File: config.mk
export PLATFORM = sky130hd
export DESIGN_NAME = pipelined_adder_flat
export DESIGN_NICKNAME = d
export VERILOG_FILES = /design/src/rtl/adder_pkg.sv /design/src/rtl/pipelined_adder_if.sv /design/src/rtl/adder_segment.sv /design/src/rtl/pipelined_adder.sv /design/src/flat_wrapper.sv
export SDC_FILE = /design/constraint.sdc
export NUM_CORES = 1
export LEC_CHECK = 0
export BUFFER_PORTS_ARGS = -buffer_cell sky130_fd_sc_hd__buf_2
export CAP_MARGIN = 0
export CORE_MARGIN = 2
export CORE_UTILIZATION = 50
export DETAILED_ROUTE_END_ITERATION = 16
export GPL_ROUTABILITY_DRIVEN = 0
export PLACE_DENSITY = 0.83
export SYNTH_ARGS = -nofsm -noshare
export SYNTH_HDL_FRONTEND = slang
export SYNTH_SLANG_ARGS = --single-unit
File: constraint.sdc
create_clock -name clk_i -period 5.8 [get_ports clk_i]
set_input_delay 0.87 -clock clk_i [delete_from_list [all_inputs] [get_ports clk_i]]
set_output_delay 0.87 -clock clk_i [all_outputs]
set_load 0.02 [all_outputs]
File: src/rtl/adder_pkg.sv
// Shared sizing helpers and saturation constants for the pipelined adder.
// Pure elaboration-time functions; no hardware of their own.
package adder_pkg;

    localparam int MAX_W = 64;

    function automatic int seg_w(input int width, input int stages);
        return width / stages;
    endfunction

    function automatic bit cfg_ok(input int width, input int stages);
        return (stages >= 1) && (stages <= width) && (width % stages == 0) && (width <= MAX_W);
    endfunction

    function automatic logic [MAX_W-1:0] sat_max(input int width);
        logic [MAX_W-1:0] r;
        r = '0;
        for (int i = 0; i < width - 1; i++) r[i] = 1'b1;
        return r;
    endfunction

    function automatic logic [MAX_W-1:0] sat_min(input int width);
        logic [MAX_W-1:0] r;
        r = '0;
        r[width-1] = 1'b1;
        return r;
    endfunction

endpackage

File: src/rtl/pipelined_adder_if.sv
// Operand/result bundle for the pipelined adder: valid/ready in, valid/ready out.
// slave = adder side, master = producer/consumer side.
interface pipelined_adder_if #(parameter int WIDTH = 16);
    logic             valid_i;
    logic             ready_o;
    logic [WIDTH-1:0] a_i;
    logic [WIDTH-1:0] b_i;
    logic             cin_i;
    logic             sub_i;
    logic             valid_o;
    logic             ready_i;
    logic [WIDTH-1:0] sum_o;
    logic             cout_o;
    logic             ovf_o;

    modport slave (
        input  valid_i, a_i, b_i, cin_i, sub_i, ready_i,
        output ready_o, valid_o, sum_o, cout_o, ovf_o
    );

    modport master (
        output valid_i, a_i, b_i, cin_i, sub_i, ready_i,
        input  ready_o, valid_o, sum_o, cout_o, ovf_o
    );
endinterface

File: src/rtl/adder_segment.sv
// Combinational SEG_W-bit ripple-carry segment; zero latency, no flow control.
module adder_segment #(
    parameter int SEG_W = 4
) (
    input  logic [SEG_W-1:0] a_i,
    input  logic [SEG_W-1:0] b_i,
    input  logic             cin_i,
    output logic [SEG_W-1:0] sum_o,
    output logic             cout_o
);
    logic [SEG_W:0] carry;

    always_comb begin
        carry    = '0;
        sum_o    = '0;
        carry[0] = cin_i;
        for (int i = 0; i < SEG_W; i++) begin
            sum_o[i]   = a_i[i] ^ b_i[i] ^ carry[i];
            carry[i+1] = (a_i[i] & b_i[i]) | (carry[i] & (a_i[i] ^ b_i[i]));
        end
        cout_o = carry[SEG_W];
    end
endmodule

File: src/rtl/pipelined_adder.sv
// Pipelined add/sub, one ripple segment per stage; latency STAGES, whole pipe stalls while valid_o && !ready_i.
// PIPELINED_ADDER_SAT_EN: clamp sum_o to the signed limit on overflow.
module pipelined_adder
    import adder_pkg::*;
#(
    parameter int WIDTH  = 16,
    parameter int STAGES = 4
) (
    input  logic              clk_i,
    input  logic              rst_i,
    pipelined_adder_if.slave  bus
);
    localparam int SEG_W = seg_w(WIDTH, STAGES);

    if (!cfg_ok(WIDTH, STAGES)) begin : g_cfg_err
        $error("pipelined_adder: WIDTH must be a multiple of STAGES, 1 <= STAGES <= WIDTH");
    end

`ifdef PIPELINED_ADDER_SAT_EN
    localparam logic [WIDTH-1:0] SAT_MAX = WIDTH'(sat_max(WIDTH));
    localparam logic [WIDTH-1:0] SAT_MIN = WIDTH'(sat_min(WIDTH));
`endif

    logic             en;
    logic             vld_q;
    logic [WIDTH-1:0] sum_q;
    logic             cout_q;
    logic             ovf_q;

    // Per-stage inputs: index 0 is the port, index k>0 is stage k-1's register.
    logic [WIDTH-1:0] a_in [STAGES];
    logic [WIDTH-1:0] b_in [STAGES];
    logic [WIDTH-1:0] s_in [STAGES];
    logic             c_in [STAGES];
    logic             v_in [STAGES];

    assign en          = !vld_q || bus.ready_i;
    assign bus.ready_o = en;
    assign bus.valid_o = vld_q;
    assign bus.sum_o   = sum_q;
    assign bus.cout_o  = cout_q;
    assign bus.ovf_o   = ovf_q;

    assign a_in[0] = bus.a_i;
    assign b_in[0] = bus.sub_i ? ~bus.b_i : bus.b_i;
    assign c_in[0] = bus.cin_i ^ bus.sub_i;
    assign s_in[0] = '0;
    assign v_in[0] = bus.valid_i;

    for (genvar k = 0; k < STAGES; k++) begin : g_stage
        logic [SEG_W-1:0] seg_sum;
        logic             seg_cout;
        logic [WIDTH-1:0] s_d;

        adder_segment #(.SEG_W(SEG_W)) u_seg (
            .a_i    (a_in[k][k*SEG_W +: SEG_W]),
            .b_i    (b_in[k][k*SEG_W +: SEG_W]),
            .cin_i  (c_in[k]),
            .sum_o  (seg_sum),
            .cout_o (seg_cout)
        );

        always_comb begin
            s_d                     = s_in[k];
            s_d[k*SEG_W +: SEG_W]   = seg_sum;
        end

        if (k < STAGES - 1) begin : g_mid
            logic [WIDTH-1:0] a_q;
            logic [WIDTH-1:0] b_q;
            logic [WIDTH-1:0] s_q;
            logic             c_q;
            logic             v_q;

            // Data registers need no reset: v_q gates everything downstream.
            always_ff @(posedge clk_i) begin
                if (rst_i) begin
                    v_q <= 1'b0;
                end else if (en) begin
                    v_q <= v_in[k];
                    a_q <= a_in[k];
                    b_q <= b_in[k];
                    s_q <= s_d;
                    c_q <= seg_cout;
                end
            end

            assign a_in[k+1] = a_q;
            assign b_in[k+1] = b_q;
            assign s_in[k+1] = s_q;
            assign c_in[k+1] = c_q;
            assign v_in[k+1] = v_q;
        end else begin : g_last
            logic             ovf_d;
            logic [WIDTH-1:0] res_d;

            assign ovf_d = (a_in[k][WIDTH-1] == b_in[k][WIDTH-1]) &&
                           (s_d[WIDTH-1] != a_in[k][WIDTH-1]);
`ifdef PIPELINED_ADDER_SAT_EN
            assign res_d = ovf_d ? (a_in[k][WIDTH-1] ? SAT_MIN : SAT_MAX) : s_d;
`else
            assign res_d = s_d;
`endif

            always_ff @(posedge clk_i) begin
                if (rst_i) begin
                    vld_q  <= 1'b0;
                    sum_q  <= '0;
                    cout_q <= 1'b0;
                    ovf_q  <= 1'b0;
                end else if (en) begin
                    vld_q  <= v_in[k];
                    sum_q  <= res_d;
                    cout_q <= seg_cout;
                    ovf_q  <= ovf_d;
                end
            end
        end
    end
endmodule
File: src/flat_wrapper.sv
// flat-port wrapper written by rule: the top's interface ports become plain ports
module pipelined_adder_flat import adder_pkg::*;
#(
    parameter int WIDTH  = 16,
    parameter int STAGES = 4
)
  (clk_i, rst_i, bus_valid_i, bus_a_i, bus_b_i, bus_cin_i, bus_sub_i, bus_ready_i, bus_ready_o, bus_valid_o, bus_sum_o, bus_cout_o, bus_ovf_o);
  pipelined_adder_if #(.WIDTH(WIDTH)) bus_i ();
  input  logic clk_i;
  input  logic rst_i;
  input wire logic [$bits(bus_i.valid_i)-1:0] bus_valid_i;
  input wire logic [$bits(bus_i.a_i)-1:0] bus_a_i;
  input wire logic [$bits(bus_i.b_i)-1:0] bus_b_i;
  input wire logic [$bits(bus_i.cin_i)-1:0] bus_cin_i;
  input wire logic [$bits(bus_i.sub_i)-1:0] bus_sub_i;
  input wire logic [$bits(bus_i.ready_i)-1:0] bus_ready_i;
  output wire logic [$bits(bus_i.ready_o)-1:0] bus_ready_o;
  output wire logic [$bits(bus_i.valid_o)-1:0] bus_valid_o;
  output wire logic [$bits(bus_i.sum_o)-1:0] bus_sum_o;
  output wire logic [$bits(bus_i.cout_o)-1:0] bus_cout_o;
  output wire logic [$bits(bus_i.ovf_o)-1:0] bus_ovf_o;
  assign bus_i.valid_i = bus_valid_i;
  assign bus_i.a_i = bus_a_i;
  assign bus_i.b_i = bus_b_i;
  assign bus_i.cin_i = bus_cin_i;
  assign bus_i.sub_i = bus_sub_i;
  assign bus_i.ready_i = bus_ready_i;
  assign bus_ready_o = bus_i.ready_o;
  assign bus_valid_o = bus_i.valid_o;
  assign bus_sum_o = bus_i.sum_o;
  assign bus_cout_o = bus_i.cout_o;
  assign bus_ovf_o = bus_i.ovf_o;
  pipelined_adder #(.WIDTH(WIDTH), .STAGES(STAGES)) u_core (.clk_i(clk_i), .rst_i(rst_i), .bus(bus_i));
endmodule
# Word level (Yosys, flattened, before mapping)
# Index checks and enable logic that the tools add are counted.
dict set report totals {
  reg_bits 145
  in_bits 38
  output_inout_bits 20
  word_cells 109
}
dict set report classes {
  n_reduce_logical 4
  eq_ne 2
  n_bitwise 83
  mux 1
}
# op n
set op_table {}
lappend op_table {{$xor A1 B1 Y1} 33}
lappend op_table {{$and A1 B1 Y1} 32}
lappend op_table {{$mux W16} 1}
lappend op_table {{$not A16 Y16} 1}
lappend op_table {{$or A1 B1 Y1} 16}
lappend op_table {{$reduce_and A2 Y1} 1}
lappend op_table {{$eq A1 B1 Y1} 1}
lappend op_table {{$logic_and A1 B1 Y1} 1}
lappend op_table {{$logic_not A1 Y1} 1}
lappend op_table {{$logic_or A1 B1 Y1} 1}
lappend op_table {{$ne A1 B1 Y1} 1}
lappend op_table {{$not A1 Y1} 1}

# Logic depth before layout (Yosys ltp)
# Gate-level depths: netlist of the first run.
dict set report depth {
  depth_word 11
  ltp_mapped 10
  mapped_depth_nobuf 10
}

# Cells and area by module
# From an unflattened synthesis of the first run, not the netlist that was laid out.
dict set report unflattened {
  cells_unflattened 247
  hier_area_um2 3671.0
}
# mod area_per_inst_um2 cells_per_inst seq_area_each_um2 instances
set modules_own_cells {}
lappend modules_own_cells {pipelined_adder 3200.6 191 2692.6 1}
lappend modules_own_cells {adder_segment 117.6 14 0.0 4}

# Worst setup path after synthesis of the first run
# OpenSTA, ideal clock, no wires.
dict set report synth_timing {
  path_kind {in2reg}
  start {in bus_ready_i}
  end {reg u_core.g_stage[0].g_mid.a_q[10] (enable)}
  path_slack_ps 1092
  setup_time_ps 508
  required_time_ps 5292
  n_path_buf 1
  cell_stages 3
  t_arrival_ps 4200
  path_cell_list {nor2b_4 buf_2 nor2_1}
}
dict set report synth_via {
  elab_chain_cells 2
}
# element line_no
set synth_rtl {}
lappend synth_rtl {{from (decl)} flat_wrapper.sv:16} ;# input wire logic [$bits(bus_i.ready_i)-1:0] bus_ready_i;
lappend synth_rtl {{$logic_or A1 B1 Y1} pipelined_adder.sv:37} ;# assign en = !vld_q || bus.ready_i;
lappend synth_rtl {{$reduce_and A2 Y1 (no source line)} --}
lappend synth_rtl {{to (signal assigned)} pipelined_adder.sv:81} ;# a_q <= a_in[k];
lappend synth_rtl {{to (decl)} pipelined_adder.sv:69} ;# logic [WIDTH-1:0] a_q;
# Every way passes these cells.
# A chain may end at the register's enable or synchronous reset.

# Worst setup path after layout of the first run
dict set report layout_timing {
  start {in bus_ready_i}
  end {out bus_ready_o}
}
dict set report layout_via {
  elab_chain_cells 1
}
# element line_no
set layout_rtl {}
lappend layout_rtl {{$logic_or A1 B1 Y1} pipelined_adder.sv:37}
lappend layout_rtl {{to (decl)} flat_wrapper.sv:17} ;# output wire logic [$bits(bus_i.ready_o)-1:0] bus_ready_o;
# Every way passes these cells.

==> results of run 1 <==
## stage by stage
stage               instances  hold slack [ps]  setup slack [ps]  instance area [um2]
CTS                       404              424              2920                 4250
global route              404              425              2790                 4250
global placement          388              401              2650                 4040
floorplan                 239              400              1090                 3670
detailed placement        388              405              2570                 4040
finish                    404              421              2940                 4250
## flip-flops by register name, indices dropped and copies added (netlist names), 3 cells and up
register and flops:
u_core.g_stage.g_mid.v_q 3, u_core.bus.sum_o 16, u_core.g_stage.g_mid.a_q 24, u_core.g_stage.g_mid.b_q 24, u_core.g_stage.g_mid.c_q 3, u_core.g_stage.g_mid.s_q 24
## kinds of logic (layout without fill, tap and decap cells)
kind of cell | after synthesis | count (layout) | synth area share
flops | 97 | 97 | 0.733
xor+xnor | 18 | 18 | 0.0429
compound gates | 21 | 21 | 0.0358
buf+inv | 43 | 109 | 0.0504
fa+ha+maj | 17 | 17 | 0.0906
simple gates | 43 | 43 | 0.0473
## worst paths after layout
| check | start | end | depth (start not counted) |
|---|---|---|---|
| worst max-delay path | bus_ready_i | bus_ready_o | 4 |
| worst min-delay path | u_core.g_stage[0].g_mid.a_q[14]$_DFFE_PP_ | u_core.g_stage[1].g_mid.a_q[14]$_DFFE_PP_ | 0 |
| worst max register to register | u_core.g_stage[2].g_mid.c_q$_DFFE_PP_ | u_core.bus.ovf_o$_SDFFE_PP0N_ | 10 |
| worst min register to register | u_core.g_stage[0].g_mid.a_q[14]$_DFFE_PP_ | u_core.g_stage[1].g_mid.a_q[14]$_DFFE_PP_ | 0 |
## synth_stat cells
cell      number
a211oi_2       3
ha_1           1
buf_4          3
xnor2_1        3
xor2_1        15
inv_2          1
nor2_1         6
or3_1          1
a21oi_2        1
a21oi_1       17
nand2_1       35
buf_2          4
fa_1          16
dfxtp_1       22
inv_1         34
nor2b_4        1
buf_6          1
edfxtp_1      75
## layer usage
layer | vias up | part of all wire | GRT usage
met5 | - | 0 | 0
met4 | 0 | 0.022 | 0.0692
met3 | 9 | 0.052 | 0.0402
met2 | 47 | 0.49 | 0.216
met1 | 854 | 0.44 | 0.162
li1 | 901 | - | -
## power by group
group / switching (mW) / internal (mW) / total, mW
Combinational: 0.0778 / 0.0509 / 0.129
Sequential: 0.0210 / 0.824 / 0.845
Clock: 0.206 / 0.237 / 0.443
Total: 0.305 / 1.11 / 1.42
## cell type report
cell class / count / area (um2)
Fill cell: 565 / 2920
Sequential cell: 97 / 2690
Multi-Input combinational cell: 99 / 803
Timing Repair Buffer: 58 / 293
Clock buffer: 14 / 174
Inverter: 35 / 131
Tap cell: 99 / 124
Clock inverter: 2 / 35.0
## cell usage in the layout (no fill, tap or decap), types with 3 or more instances in the layout
master,synthesis,layout
nand2_1,35,35
inv_1,34,34
clkbuf_8,0,10
xor2_1,15,15
fa_1,16,16
xnor2_1,3,3
buf_2,4,57
a21oi_1,17,17
edfxtp_1,75,75
a211oi_2,3,3
dfxtp_1,22,22
clkbuf_1,0,3
nor2_1,6,5
==> impl_results.md, run 1 <==
- CTS tree: yes
- IO Pins: 58
- Outcome: completed
- Syn nets: 294
- Static Leak: about 1.8 nW
- Crit. End Element: output pin
- Routed WL per cell: around 12 um
- Clk buf depth: 2
- Post-DP HPWL: approximately 3400 um
- Layout Skew: 8.01 ps
- Final-report hold violation count: 0
- Worst endpoint required time: 4930 ps
- Die X: 89.7 um
- Power Density: between 300 and 400 nW/um2
- Register bit total from synthesis: just under 100
- Initial DRC Count: 92
- Area leader, netlist: edfxtp_1
- Min Tclk post-route: around 2900 ps
- Setup TNS: 0 ps
- CP Class: in2out
- Initial Utilization: 0.512
- Area Overhead vs Synth: 15.8%
- Yosys cell types: 18
- Unrepaired setup endpoints after global routing: false
- Total GRT Usage: 0.133
- Share of the synthesized area in the top cell type: 0.613
- YS warnings: 0
- Antenna cells: 0
- Initial antenna violation count: 0
- Site row count: 31
- Final period util: 0.494
- Final cell utilization of the core: 0.593
- Root Driver: clkbuf_8
- Share of cells above drive strength 1: 0.256
- Synth top area cells: edfxtp_1, dfxtp_1, fa_1
- Bufs and invs on worst path: 3
- Post-Syn Area: around 3700 um2
- HP Class: reg2reg
- Largest net degree at the start of global routing: 39
- NumNets Final: around 360
- CTS clk-pin slew, worst paths: 90 ps
- Cell family with most CP delay: buffers and inverters
- Max-cap check violation count: 0
- Final setup vio count: 0
- Cts repair resizes: 0
- CP max stage delay: ~440 ps
- Worst-path fanout max: 24
- Core area: between 7000 and 8000 um2
- Total wire length: 4900 um
- Vias per cell: ~4.5
- Vias: 1,811
- Relative slew margins: 0.337
- CP cell instances: buf_2, nor2b_4, inv_2, buf_2
- Die H: roughly 90 um
- Crit path top cell by count: buf_2
- Vias in the first global route: roughly 1,900
- First drt pass iteration count: 4
- Post-Syn Instances: 239
- First-pass GRT wire length: ~8400 um
- Total power: roughly 1.4 mW
- Die area: 8050 um2
- Avg Inst Size Synth: 15.4 um2
- CP Data Arrival Time: 1990 ps
- Clock insertion delay at the later pin of the skew report: between 300 and 400 ps
- Max Slew Vio Count: 0
- Clock sink count: between 90 and 100
- Worst-margin pin slew: approximately 1000 ps
- R2r setup slk: around 3000 ps
- Peak VDD IR: ~0.15 mV
- Register area share after synthesis: 0.733
- I/O Buffers: between 50 and 60
- Post-CTS Hold Fix Bufs: 0
- Setup bufs post-CTS: 0
- GRT overflow: 0
- Post-route ant nets: 0
- FMAX: roughly 350 MHz
- Slowest CP cell: nor2b_4
- CTS buffer count: 9
- Setup crit start kind: input port
- Drt drc: 0
- Htree depth: 3
Note: power is estimated with default switching activity, not from simulation.
==> run 2: changes to the inputs <==
- PLACE_DENSITY: 0.83 -> 0.86
- clock period: 5.8 -> 2.47 ns (I/O delays scaled with it)
==> run 2 against run 1 <==
  * The flow now finishes with violations (setup timing)
  * Routed wire length up 1.8%
  * Critical path depth up 6
  * Cell count up 0.99%
  * Combinational power up 140%
  * Global-route usage up 0.38 points
  * Flip-flop and latch count unchanged
  * Worst setup slack worse by 3000 ps
  * Clock power up 95%
  * Critical path type is now reg2reg
  * Largest power group unchanged
==> impl_results.md, run 2 (synthesized netlist as in run 1, its figures left out) <==
- Outcome: complete, but fails checks
- Failing checks: setup timing
- Post-DP HPWL: 3390 um (+0.77%)
- Fillcell total: 598 (+5.8%)
- First drt pass iteration count: 5 (+1)
- Logic gate share of total power: 0.100 (+0.009)
- Share of cells above drive strength 1: 0.288 (+0.0323)
- Total power: 3.17 mW (+120%)
- CP Data Arrival Time: 2870 ps (+880 ps)
- Setup crit start kind: register
- P_int: 2.43 mW (+120%)
- CTS clk-pin slew, worst paths: 90 ps (about the same)
- Post-Place Worst Slack: -143 ps (-2710 ps)
- Clk network pwr share: 0.273 (-0.040)
- Area of the multi-input gates: 818 um2 (+1.9%)
- Sequential Power Share: 0.627 (+0.031)
- Htree depth: 3 (unchanged)
- CP Class: reg2reg
- Post-route ant nets: 0 (unchanged)
- Clk buf depth: 2 (unchanged)
- Final Cell Area: 4250 um2 (about the same)
- Root Driver: clkbuf_8
- Die H: 89.7 um (unchanged)
- Vias per cell: 4.57 (+1.9%)
- Worst setup margin: -113 ps (-3050 ps)
- Die area: 8050 um2 (unchanged)
- Relative slew margins: 0.407 (+0.0696)
- Final-report hold violation count: 0 (unchanged)
- HP Class: in2reg
- Worst endpoint required time: 2760 ps (-2170 ps)
- IO Pins: 58 (unchanged)
- Final period util: 1.05
- Vias in the first global route: 1,891 (-0.84%)
- Initial Utilization: 0.512 (unchanged)
- Worst-path fanout max: 2 (-92%)
- NumNets Final: 359 (+1.1%)
- FMAX: 387 MHz
- Layout Skew: 7.74 ps (-0.262 ps)
- Switching share of power: 0.234 (+0.0187)
- Site row count: 31 (unchanged)
- Antenna cells: 0 (unchanged)
- Min Tclk post-route: between 2000 and 3000 ps
- Post-CTS Hold Fix Bufs: 0 (unchanged)
- Drt drc: 0 (unchanged)
- Vias: 1,863 (+2.9%)
- Die X: 89.7 um (unchanged)
- Core area: 7180 um2 (unchanged)
- I/O Buffers: 57 (unchanged)
- Max Slew Vio Count: 0 (unchanged)
- Register area: 2690 um2 (unchanged)
- First-pass GRT wire length: 8600 um (+2.9%)
- Hold_sp: bus_a_i[13]
- Static Leak: 1.76 nW (-0.25%)
- Area Overhead vs Synth: 15.7% (about the same)
- Peak VDD IR: 0.377 mV (+160%)
- Placed inst area: 4080 um2 (+0.93%)
- GRT overflow: 0 (unchanged)
- Clock insertion delay at the later pin of the skew report: 350 ps (about the same)
- Initial antenna violation count: 0 (unchanged)
- Final setup vio count: 1 (+1)
- Max-cap check violation count: 0 (unchanged)
- Power Density: 745 nW/um2 (+120%)
- RR Startpoint: u_core.g_stage[2].g_mid.b_q[12]$_DFFE_PP_
- Final cell utilization of the core: 0.592 (about the same)
- Commonest non-fill, non-tap cell in the layout: edfxtp_1
- Cts repair resizes: 0 (unchanged)
- Initial DRC Count: 96 (+4.3%)
- Routed WL per cell: 12.2 um (+0.80%)
- Critical Path Source: u_core.g_stage[2].g_mid.b_q[12]$_DFFE_PP_
- Unrepaired setup endpoints after global routing: true
- Worst-margin pin slew: 890 ps (-102 ps)
- CTS buffer count: 9 (unchanged)
- Largest net degree at the start of global routing: 76 (+95%)
- CTS tree: yes
- P_sw: 0.740 mW (+140%)
- Crit. End Element: register
- Clock sink count: 97 (unchanged)
- Total GRT Usage: 0.137 (+0.00385)
- Total wire length: 4990 um (+1.8%)
- Commonest cells after routing, fill and taps aside: edfxtp_1, buf_2, nand2_1
- Top Registers: u_core.g_stage.g_mid.a_q: 24 flops, u_core.g_stage.g_mid.b_q: 24 flops, u_core.g_stage.g_mid.s_q: 24 flops
run 2: cell count changes in the layout (fill, tap and decap cells not counted), moves of 2 or more:
cell | previous run | this run
buf_4 | 1 | 5
clkbuf_1 | 3 | 1
clkinv_1 | 0 | 2
fa_1 | 16 | 13
fa_2 | 0 | 3
inv_1 | 34 | 31
inv_2 | 1 | 4
run 2: path summary, 6_finish.rpt:
check	end	slack (ps)	cells after the start
worst max register to register	u_core.bus.ovf_o$_SDFFE_PP0N_	-110	10
worst max-delay path	u_core.bus.ovf_o$_SDFFE_PP0N_	-110	10
worst min register to register	u_core.g_stage[2].g_mid.s_q[6]$_DFFE_PP_	420	0
worst min-delay path	u_core.g_stage[0].g_mid.a_q[13]$_DFFE_PP_	190	1
run 2: power by group through the flow:
| stage | clock network (mW) | logic (mW) | registers, mW |
|---|---|---|---|
| global placement | 0 | 0.300 | 2.02 |
| CTS | 0.888 | 0.318 | 1.99 |
| detailed placement | 0 | 0.317 | 2.03 |
| global route | 0.961 | 0.364 | 2.00 |
| floorplan | 0 | 0.171 | 2.05 |
| finish | 0.864 | 0.316 | 1.99 |
run 2: stage by stage:
step | std cells | hold slack, ps | TNS [ps]
floorplan | 239 | 400 | -91.2
global placement | 391 | 403 | -102
detailed placement | 391 | 405 | -170
CTS | 407 | 170 | -129
global route | 408 | 170 | -265
finish | 408 | 190 | -113
run 2: repair_timing:
item | in CTS | in global routing
buffers inserted | 0 | 1
pin swaps | 3 | 2
endpoints found under the setup margin | 1 | 1
run 2: layout make-up:
type,instances,share of cell area
flip-flops and latches,97,0.633
multi-input cells,99,0.193
repair buffers,62,0.0759
inverters,35,0.0309
clock buffers,10,0.0300
well taps,99,0.0291
clock inverters,6,0.00795
run 2: critical path: stages (launching register included):
cell and delay [ps]:
edfxtp_1 410, fa_2 400, inv_2 60, fa_2 180
inv_2 40, fa_2 320, inv_2 60, fa_1 440
xor2_1 180, or3_1 320, a21oi_2 110
run 2: routing by layer:
metal / wire [um] / vias to the layer above / share of wire / track usage
met1: 2170 / 895 / 0.44 / 0.173
met3: 199 / 12 / 0.040 / 0.0285
met4: 130 / 0 / 0.026 / 0.0859
li1: - / 908 / - / -
met5: 0 / - / 0 / 0
met2: 2490 / 48 / 0.50 / 0.218
